==> src/rtl/idc_pkg.sv <==
// Shared constants, FSM state encodings and the sample-to-brightness conversion
// for the image display controller output stage.
package idc_pkg;

  localparam int PIX_W  = 8;
  localparam int IN_W   = 7;
  localparam int BLK    = 4;
  localparam int OFFSET = 64;

  localparam logic [1:0] W_IDLE = 2'd0;
  localparam logic [1:0] W_FILL = 2'd1;
  localparam logic [1:0] W_DROP = 2'd2;

  localparam logic [0:0] R_IDLE = 1'b0;
  localparam logic [0:0] R_SEND = 1'b1;

  // Bias wraps -64..63 onto 0..127; the shift makes brightness always even.
  function automatic logic [PIX_W-1:0] to_pix(input logic [IN_W-1:0] d);
    logic [IN_W-1:0] biased;
    biased = d + IN_W'(OFFSET);
    return {biased, 1'b0};
  endfunction

endpackage

==> src/rtl/idc_disp_out_if.sv <==
// Controller-side burst input and display-side pixel stream of the output stage.
interface idc_disp_out_if;
  import idc_pkg::*;

  logic             in_valid;
  logic [IN_W-1:0]  in_data;
  logic             pix_valid;
  logic             pix_ready;
  logic [PIX_W-1:0] pix_data;
  logic             pix_sof;
  logic             pix_eol;
  logic             pix_eof;
  logic             frame_drop;
  logic             frame_err;

  modport master (
    output in_valid, in_data, pix_ready,
    input  pix_valid, pix_data, pix_sof, pix_eol, pix_eof, frame_drop, frame_err
  );

  modport slave (
    input  in_valid, in_data, pix_ready,
    output pix_valid, pix_data, pix_sof, pix_eol, pix_eof, frame_drop, frame_err
  );
endinterface

==> src/rtl/idc_pingpong_ram.sv <==
// Two 16-entry frame banks with per-bank full flags and a read port whose
// output register only updates when a new pixel is loaded.
module idc_pingpong_ram
  import idc_pkg::*;
(
  input  logic             clk,
  input  logic             rst,
  input  logic             wr_en,
  input  logic             wr_bank,
  input  logic [3:0]       wr_idx,
  input  logic [PIX_W-1:0] wr_data,
  input  logic             set_full,
  input  logic             clr_full,
  input  logic             clr_bank,
  input  logic             rd_en,
  input  logic             rd_bank,
  input  logic [3:0]       rd_idx,
  output logic [PIX_W-1:0] rd_data,
  output logic [1:0]       full
);

  logic [PIX_W-1:0] mem [2][16];

  // NOTE: storage is deliberately left out of reset; the full flags alone decide
  // whether a bank holds a valid frame, and this keeps the array a plain RAM.
  always_ff @(posedge clk) begin
    if (wr_en) mem[wr_bank][wr_idx] <= wr_data;
  end

  // NOTE: non-blocking assignments let the set and the clear of different banks
  // on one edge both land, independent of statement order.
  always_ff @(posedge clk) begin
    if (rst) begin
      full    <= '0;
      rd_data <= '0;
    end else begin
      if (clr_full) full[clr_bank] <= 1'b0;
      if (set_full) full[wr_bank]  <= 1'b1;
      if (rd_en)    rd_data        <= mem[rd_bank][rd_idx];
    end
  end

endmodule

==> src/rtl/idc_disp_out.sv <==
// Output stage: captures 4x4 bursts into ping-pong banks and streams them,
// optionally 2x upscaled, over a valid/ready pixel interface.
module idc_disp_out
  import idc_pkg::*;
#(
  parameter int SCALE = 2
) (
  input logic           clk,
  input logic           rst,
  idc_disp_out_if.slave bus
);

  localparam logic [2:0] LAST = 3'(BLK * SCALE - 1);

  logic [1:0]       w_state;
  logic [3:0]       wcnt;
  logic             wr_bank;
  logic             fill_ok, wr_en, set_full;
  logic [3:0]       wr_idx;
  logic [1:0]       full;
  logic             drop_q, err_q;

  logic [0:0]       r_state, r_next;
  logic             rd_bank, ld_bank, load, rel_bank, pix_valid;
  logic [2:0]       row, col, ld_row, ld_col;
  logic [1:0]       src_row, src_col;
  logic             sof_q, eol_q, eof_q;
  logic [PIX_W-1:0] rd_data;

  // Write side judges bank availability on the registered flags, so a release
  // on the same edge as a burst start does not help that burst.
  assign fill_ok  = (w_state == W_FILL) || (w_state == W_IDLE && !full[wr_bank]);
  assign wr_en    = bus.in_valid && fill_ok;
  assign wr_idx   = (w_state == W_FILL) ? wcnt : 4'd0;
  assign set_full = bus.in_valid && (w_state == W_FILL) && (wcnt == 4'd15);

  always_ff @(posedge clk) begin
    if (rst) begin
      w_state <= W_IDLE;
      wcnt    <= '0;
      wr_bank <= 1'b0;
      drop_q  <= 1'b0;
      err_q   <= 1'b0;
    end else begin
      drop_q <= 1'b0;
      err_q  <= 1'b0;
      case (w_state)
        W_IDLE: if (bus.in_valid) begin
          if (full[wr_bank]) w_state <= W_DROP;
          else begin
            w_state <= W_FILL;
            wcnt    <= 4'd1;
          end
        end
        W_FILL: if (!bus.in_valid) begin
          err_q   <= 1'b1;
          w_state <= W_IDLE;
        end else if (wcnt == 4'd15) begin
          wr_bank <= ~wr_bank;
          w_state <= W_IDLE;
        end else begin
          wcnt <= wcnt + 4'd1;
        end
        W_DROP: if (!bus.in_valid) begin
          drop_q  <= 1'b1;
          w_state <= W_IDLE;
        end
        default: w_state <= W_IDLE;
      endcase
    end
  end

  assign pix_valid = (r_state == R_SEND);

  always_comb begin
    // NOTE: defaults first so every path assigns every output (no latches).
    r_next   = r_state;
    load     = 1'b0;
    rel_bank = 1'b0;
    ld_bank  = rd_bank;
    ld_row   = row;
    ld_col   = col;
    case (r_state)
      R_IDLE: if (full[rd_bank]) begin
        load   = 1'b1;
        r_next = R_SEND;
        ld_row = '0;
        ld_col = '0;
      end
      R_SEND: if (bus.pix_ready) begin
        if (row == LAST && col == LAST) begin
          rel_bank = 1'b1;
          ld_bank  = ~rd_bank;
          ld_row   = '0;
          ld_col   = '0;
          if (full[~rd_bank]) load = 1'b1;
          else r_next = R_IDLE;
        end else if (col == LAST) begin
          load   = 1'b1;
          ld_row = row + 3'd1;
          ld_col = '0;
        end else begin
          load   = 1'b1;
          ld_col = col + 3'd1;
        end
      end
      default: r_next = R_IDLE;
    endcase
  end

  // Nearest-neighbour upscale: each source pixel covers a SCALE x SCALE block.
  assign src_row = (SCALE == 2) ? ld_row[2:1] : ld_row[1:0];
  assign src_col = (SCALE == 2) ? ld_col[2:1] : ld_col[1:0];

  always_ff @(posedge clk) begin
    if (rst) begin
      r_state <= R_IDLE;
      rd_bank <= 1'b0;
      row     <= '0;
      col     <= '0;
      sof_q   <= 1'b0;
      eol_q   <= 1'b0;
      eof_q   <= 1'b0;
    end else begin
      r_state <= r_next;
      if (rel_bank) rd_bank <= ~rd_bank;
      if (load) begin
        row   <= ld_row;
        col   <= ld_col;
        sof_q <= (ld_row == 3'd0) && (ld_col == 3'd0);
        eol_q <= (ld_col == LAST);
        eof_q <= (ld_row == LAST) && (ld_col == LAST);
      end else if (r_next == R_IDLE) begin
        sof_q <= 1'b0;
        eol_q <= 1'b0;
        eof_q <= 1'b0;
      end
    end
  end

  idc_pingpong_ram u_ram (
    .clk      (clk),
    .rst      (rst),
    .wr_en    (wr_en),
    .wr_bank  (wr_bank),
    .wr_idx   (wr_idx),
    .wr_data  (to_pix(bus.in_data)),
    .set_full (set_full),
    .clr_full (rel_bank),
    .clr_bank (rd_bank),
    .rd_en    (load),
    .rd_bank  (ld_bank),
    .rd_idx   ({src_row, src_col}),
    .rd_data  (rd_data),
    .full     (full)
  );

  assign bus.pix_valid  = pix_valid;
  assign bus.pix_data   = rd_data;
  assign bus.pix_sof    = sof_q;
  assign bus.pix_eol    = eol_q;
  assign bus.pix_eof    = eof_q;
  assign bus.frame_drop = drop_q;
  assign bus.frame_err  = err_q;

endmodule

==> src/flat_wrapper.sv <==
// flat-port wrapper written by rule: the top's interface ports become plain ports
module idc_disp_out_flat import idc_pkg::*;
#(
  parameter int SCALE = 2
)
  (clk, rst, bus_in_valid, bus_in_data, bus_pix_ready, bus_pix_valid, bus_pix_data, bus_pix_sof, bus_pix_eol, bus_pix_eof, bus_frame_drop, bus_frame_err);
  idc_disp_out_if bus_i ();
  input logic clk;
  input logic rst;
  input wire logic [$bits(bus_i.in_valid)-1:0] bus_in_valid;
  input wire logic [$bits(bus_i.in_data)-1:0] bus_in_data;
  input wire logic [$bits(bus_i.pix_ready)-1:0] bus_pix_ready;
  output wire logic [$bits(bus_i.pix_valid)-1:0] bus_pix_valid;
  output wire logic [$bits(bus_i.pix_data)-1:0] bus_pix_data;
  output wire logic [$bits(bus_i.pix_sof)-1:0] bus_pix_sof;
  output wire logic [$bits(bus_i.pix_eol)-1:0] bus_pix_eol;
  output wire logic [$bits(bus_i.pix_eof)-1:0] bus_pix_eof;
  output wire logic [$bits(bus_i.frame_drop)-1:0] bus_frame_drop;
  output wire logic [$bits(bus_i.frame_err)-1:0] bus_frame_err;
  assign bus_i.in_valid = bus_in_valid;
  assign bus_i.in_data = bus_in_data;
  assign bus_i.pix_ready = bus_pix_ready;
  assign bus_pix_valid = bus_i.pix_valid;
  assign bus_pix_data = bus_i.pix_data;
  assign bus_pix_sof = bus_i.pix_sof;
  assign bus_pix_eol = bus_i.pix_eol;
  assign bus_pix_eof = bus_i.pix_eof;
  assign bus_frame_drop = bus_i.frame_drop;
  assign bus_frame_err = bus_i.frame_err;
  idc_disp_out #(.SCALE(SCALE)) u_core (.clk(clk), .rst(rst), .bus(bus_i));
endmodule
==> config.mk <==
export PLATFORM = sky130hd
export DESIGN_NAME = idc_disp_out_flat
export DESIGN_NICKNAME = d
export VERILOG_FILES = /design/src/rtl/idc_pkg.sv /design/src/rtl/idc_disp_out_if.sv /design/src/rtl/idc_pingpong_ram.sv /design/src/rtl/idc_disp_out.sv /design/src/flat_wrapper.sv
export SDC_FILE = /design/constraint.sdc
export NUM_CORES = 1
export LEC_CHECK = 0
export BUFFER_PORTS_ARGS = -buffer_cell sky130_fd_sc_hd__buf_4
export CAP_MARGIN = 40
export CORE_ASPECT_RATIO = 0.8
export CORE_MARGIN = 1.5
export CORE_UTILIZATION = 50
export DETAILED_ROUTE_END_ITERATION = 16
export PLACE_DENSITY = 0.66
export SLEW_MARGIN = 10
export SYNTH_ARGS = -nofsm -noshare
export SYNTH_HDL_FRONTEND = slang
export SYNTH_SLANG_ARGS = --single-unit
export TNS_END_PERCENT = 100
==> constraint.sdc <==
create_clock -name clk -period 3.15 [get_ports clk]
set_clock_uncertainty 0.15 [all_clocks]
set_input_delay 0.1575 -clock clk [delete_from_list [all_inputs] [get_ports clk]]
set_output_delay 0.1575 -clock clk [all_outputs]
set_load 0.01 [all_outputs]
==> results_dict.tcl, run 1 <==
set metrics [dict create \
    cts_tree "built" \
    maxCapViolations 0 \
    ios 25 \
    core_area_mm2 0.0200 \
    dr_total_vias 6650 \
    num_rows 46 \
    syn_inst 744 \
    p_int_uw 5470 \
    hold_viol 0 \
    grt_pass1_vias 6353 \
    ys_seq_area_share_pct 71.0 \
    cp-end-kind "register" \
    synth_area_mm2 0.0103 \
    period_needed_ps 3000 \
    cp.arrival_ps 3240 \
    grtUsageMet1_pct 37.3 \
    outcome "completed" \
    clkTransAtPathRegs_ps 70 \
    synth-edff-count 224 \
    synthArstFlopShare_pct 0 \
    cp_max_fo 5 \
    first_pass_iters 5 \
    yosys_warnings 0 \
    synth.net_count 760 \
    critPathLaunchType "register" \
    power_uw 6800 \
    cts_root_buf "clkbuf_16" \
    finalCritPeriodShare_pct 95.2 \
    grt_overflow 0 \
    routedWlPerCell_um 23.6 \
    synth_cell_types 57 \
    leakagePower_uw 0.00430 \
    layout_commonest_cell "edfxtp_1" \
    swShare_pct 19.6 \
    drc_errors 0 \
    yosys.area.top_type_share_pct 65.4 \
    cts_max_path_buffers 3 \
    final_util_pct 60.3 \
    dpl.hpwl_um 16600 \
    drv_slew 0 \
    slew_headroom_pct 41.5 \
    antenna_found_initial 0 \
    syn_area_per_cell_um2 13.8 \
    crit_required_ps 3390 \
    grt_util_met3_pct 4.89 \
    path_class "reg2reg" \
    place.gp.congestion 0.836 \
    ant_nets 0 \
    drive_gt1_share_pct 17.0 \
    max_freq_mhz 333 \
    grt_pass1_wl_um 39000 \
    synth_area_leaders "edfxtp_1 65%, dfxtp_1 5.6%, nand2_1 4.6%" \
    layout.nets 831 \
    cts_made_buffers 25 \
    setup_violations 0 \
    rsz0062_at_grt "no" \
    hp-class "in2reg" \
    syn2layout_area_growth_pct 17.0 \
    final_cell_mix "224 x edfxtp_1, 126 x nand2_1, 66 x buf_4" \
    htreeDepth 1 \
    ys_ff_latch 253 \
    antennaDiodeCount 0 \
    portBuffers 23 \
    drt_iter0_drc 944 \
    finalSetupTns_ps 0 \
    avgViaCountPerCell 6.06 \
    met2_usage_pct 35.9 \
    track_usage_pct 24.8 \
    worstMarginPinSlew_ps 873 \
    initial_core_util_pct 51.5 \
    busiest_layer "met1" \
    insertion_delay_ps 530 \
    yosys.area.top_type "edfxtp_1" \
    die_h_um 131 \
    power.switching_uw 1330 \
    p_seq_share_pct 53.8 \
    ir_worst_vdd_v 0.000430 \
    cts.sinks 253 \
    combPwrFrac_pct 1.7 \
    die_w_um 163 \
    fp.dieArea_mm2 0.0214 \
    grt_max_degree 47 \
    clkPwrFrac_pct 44.5 \
    totalWireLength_um 25900 \
    power.density_mw_per_mm2 565 \
    synth-main-ff-cell "edfxtp_1" \
]
==> routing by layer <==
layer | part of all wire (%) | routed length (µm)
met1 | 43 | 11100
met3 | 9.4 | 2440
met2 | 44 | 11500
met4 | 3.3 | 857
met5 | 0 | 0
==> Yosys cell counts (5+ instances only) <==
master      n
a21oi_1    15
a22oi_1     6
a311oi_1    5
a31oi_1    19
a32oi_1    20
and3_1     12
buf_2      20
buf_4       8
clkbuf_1    9
dfxtp_1    29
edfxtp_1  224
ha_1        5
inv_1       6
mux2_2      9
mux2i_1    40
nand2_1   126
nand2b_1    5
nand3_1    25
nand4_1     5
nor2_1     59
nor3_1     23
o21ai_0     7
o221ai_1    6
o32ai_1     5
==> sequential cells by signal (all words and copies together), names as in the netlist <==
register / flops
u_core.u_ram.rd_data: 7
u_core.bus.pix_eof: 1
u_core.wcnt: 4
u_core.bus.frame_drop: 1
u_core.w_state: 2
u_core.u_ram.full: 2
u_core.col: 3
u_core.bus.frame_err: 1
u_core.row: 3
u_core.bus.pix_eol: 1
u_core.bus.pix_sof: 1
u_core.bus.pix_valid: 1
u_core.wr_bank: 1
u_core.rd_bank: 1
u_core.u_ram.mem: 224
==> layout make-up <==
class / instances / area, µm²
Fill cell: 1535 / 7930
Multi-Input combinational cell: 446 / 2810
Timing Repair Buffer: 83 / 741
Sequential cell: 253 / 7310
Clock inverter: 11 / 134
Clock buffer: 35 / 693
Tap cell: 264 / 330
Inverter: 6 / 22.5
==> critical path: stages, from the launching register on <==
cell and delay [ps]:
dfxtp_1 380, ha_1 170, ha_2 240, nand4_4 180
xnor2_4 280, buf_12 150, mux4_2 490, a221o_1 420
a21oi_2 240, a31oi_1 140
==> power by group through the flow <==
| stage | clock network [µW] | registers, µW | logic [µW] |
|---|---|---|---|
| final | 3020 | 3660 | 115 |
| after CTS | 3050 | 3660 | 116 |
| after global placement | 0 | 3730 | 96.5 |
| after global routing | 3180 | 3660 | 125 |
| after detailed placement | 0 | 3730 | 105 |
| after floorplan | 0 | 3730 | 32.1 |
==> path summary, 6_finish.rpt <==
| kind | startpoint | end | slack (ps) | cells past startpoint |
|---|---|---|---|---|
| setup / recovery | u_core.row[0]$_SDFFE_PP0P_ | u_core.u_ram.rd_data[5]$_SDFFE_PP0P_ | 150 | 9 |
| hold / removal | bus_in_valid | u_core.bus.frame_drop$_SDFF_PP0_ | 220 | 3 |
| setup reg to reg | u_core.row[0]$_SDFFE_PP0P_ | u_core.u_ram.rd_data[5]$_SDFFE_PP0P_ | 150 | 9 |
| hold reg to reg | u_core.bus.pix_sof$_SDFFE_PP0P_ | u_core.bus.pix_sof$_SDFFE_PP0P_ | 300 | 2 |
==> through the flow <==
| stage | hold slack, ps | worst slack (ps) | cell area [µm²] | std cells |
|---|---|---|---|---|
| 6_report | 224 | 150 | 12000 | 1098 |
| 5_1_grt | 239 | 3.59 | 12000 | 1098 |
| 4_1_cts | 222 | 1.86 | 12000 | 1095 |
| 3_5_place_dp | 223 | -24.8 | 11000 | 1037 |
| 3_3_place_gp | 213 | 0.992 | 11000 | 1036 |
| 2_1_floorplan | 86.8 | 571 | 10300 | 744 |
==> logic make-up (layout without fill, tap and decap cells) <==
family / Yosys count / count (layout) / share of synthesized area [%]
buf+inv: 45 / 135 / 2.25
flops: 253 / 253 / 71.0
simple gates: 280 / 280 / 12.3
mux: 53 / 53 / 5.75
compound gates: 103 / 103 / 7.41
fa+ha+maj: 5 / 5 / 0.608
xor+xnor: 4 / 4 / 0.596
other cells: 1 / 1 / 0.0365
==> what timing repair did <==
action                     4_1_cts  5_1_grt
hold buffers                    11        0
setup endpoints to repair        1        7
setup buffers                    1        4
resized for setup                0       13
pin swaps                        1        3
hold endpoints to repair       228        0
(Power assumes the default switching activity.)
==> run 2, diff against run 1 <==
- PLACE_DENSITY: 0.66 -> 0.71
==> results_dict.tcl, run 2 (synthesized netlist as in run 1, its figures left out) <==
set metrics [dict create \
    dr_total_vias 6817 \
    fin_cells 1097 \
    die_h_um 131 \
    drt_iter0_drc 776 \
    totalWireLength_um 27500 \
    cts_made_buffers 25 \
    period_needed_ps 3020 \
    leakagePower_uw 0.00433 \
    largest_reg_flops 224 \
    fin_area_mm2 0.0120 \
    core_area_mm2 0.0200 \
    max_freq_mhz 331 \
    grt_pass1_vias 6582 \
    place.gp.congestion 0.954 \
    ios 25 \
    swShare_pct 19.2 \
    htreeDepth 1 \
    top_regs "u_core.u_ram.mem x224, u_core.u_ram.rd_data x7, u_core.wcnt x4" \
    avgViaCountPerCell 6.21 \
    die_w_um 163 \
    cp_max_fo 33 \
    cp.arrival_ps 3310 \
    critPathLaunchType "register" \
    power.switching_uw 1290 \
    slew_headroom_pct 38.3 \
    final_cell_mix "224 x edfxtp_1, 126 x nand2_1, 62 x buf_4" \
    path_class "reg2reg" \
    combPwrFrac_pct 1.7 \
    layout_commonest_cell "edfxtp_1" \
    worstMarginPinSlew_ps 922 \
    initial_core_util_pct 51.5 \
    finalCritPeriodShare_pct 95.9 \
    rsz0062_at_grt "yes" \
    placed_cells 1032 \
    track_usage_pct 25.1 \
    grt_pass1_wl_um 40100 \
    first_pass_iters 6 \
    cp-end-kind "register" \
    dpl.hpwl_um 17500 \
    outcome "completed" \
    power.density_mw_per_mm2 557 \
    cts_tree "built" \
    hold_viol 0 \
    setup_violations 0 \
    drv_slew 0 \
    finalSetupTns_ps 0 \
    crit_required_ps 3440 \
    routedWlPerCell_um 25.1 \
    antennaDiodeCount 0 \
    ant_nets 0 \
    portBuffers 23 \
    syn2layout_area_growth_pct 16.9 \
    clkPwrFrac_pct 43.6 \
    insertion_delay_ps 520 \
    p_seq_share_pct 54.7 \
    drc_errors 0 \
    antenna_found_initial 0 \
    drive_gt1_share_pct 16.0 \
    largest-register "u_core.u_ram.mem" \
    hp-class "in2reg" \
    grt_overflow 0 \
    grt_max_degree 46 \
    p_int_uw 5410 \
    cts.sinks 253 \
    layout.nets 831 \
    cts_max_path_buffers 3 \
    num_rows 46 \
    ir_worst_vdd_v 0.000473 \
    setup_ws_ps 129 \
    dp_slack_ps -21.0 \
    clkTransAtPathRegs_ps 60 \
    fp.dieArea_mm2 0.0214 \
    cts_root_buf "clkbuf_16" \
    dpl-instance-area_mm2 0.0109 \
    maxCapViolations 0 \
]
## run 2: cell types whose count changed in the layout (fill, tap and decap cells not counted), sizes merged
cell / previous run / this run
inv: 7 / 6
buf: 72 / 69
clkbuf: 35 / 36
clkinv: 7 / 10
dlygate4sd3: 11 / 10
## run 2: metal layers
| metal | vias up | global-route usage (%) | wire (µm) |
|---|---|---|---|
| met5 | - | 0 | 0 |
| met2 | 437 | 37.1 | 12200 |
| met4 | 0 | 6.07 | 669 |
| li1 | 2974 | - | - |
| met1 | 3339 | 37.1 | 11300 |
| met3 | 67 | 6.72 | 3350 |
## run 2: power by group through the flow
stage	Sequential (µW)	Combinational, µW	Clock (µW)
2_1_floorplan	3730	32.1	0
3_3_place_gp	3730	95.5	0
3_5_place_dp	3730	102	0
4_1_cts	3660	113	2950
5_1_grt	3660	122	3080
6_report	3660	113	2920
## run 2: final cells by class
class                           count  area (µm²)
Timing Repair Buffer               83         792
Clock inverter                     13         135
Sequential cell                   253        7310
Inverter                            6        22.5
Tap cell                          264         330
Multi-Input combinational cell    446        2780
Fill cell                        1499        7950
Clock buffer                       32         662
## run 2: metrics by stage
step	total power (µW)	hold slack [ps]	util [%]
after floorplan	3760	86.8	-
after global placement	3830	215	54.7
after detailed placement	3830	222	54.8
after CTS	6720	101	59.3
after global routing	6860	147	60.2
final	6690	128	60.2
## run 2: path summary, 6_finish.rpt
kind         cells past startpoint                            start                                   end  slack, ps
min                              2                   bus_in_data[6]     u_core.u_ram.mem[0][97]$_DFFE_PP_        130
max reg2reg                     10       u_core.row[1]$_SDFFE_PP0P_  u_core.u_ram.rd_data[4]$_SDFFE_PP0P_        130
max                             10       u_core.row[1]$_SDFFE_PP0P_  u_core.u_ram.rd_data[4]$_SDFFE_PP0P_        130
min reg2reg                      2  u_core.bus.pix_sof$_SDFFE_PP0P_       u_core.bus.pix_sof$_SDFFE_PP0P_        320
## run 2: worst max-delay path, stage by stage, from the launching register on
cell	delay (ps)
dfxtp_1	390
ha_1	190
ha_2	250
nand4_4	200
xnor2_4	310
buf_6	310
nand2_1	100
and3_1	180
a311oi_2	380
o21ai_0	280
a31oi_1	190
## run 2: repair_timing
| action | in CTS | in global routing |
|---|---|---|
| endpoints found under the hold margin | 219 | 0 |
| resized for setup | 1 | 4 |
| endpoints found under the setup margin | 2 | 7 |
| buffers inserted | 0 | 5 |
| cloned | 0 | 4 |
| hold buffers | 10 | 0 |
| pin swaps | 0 | 1 |
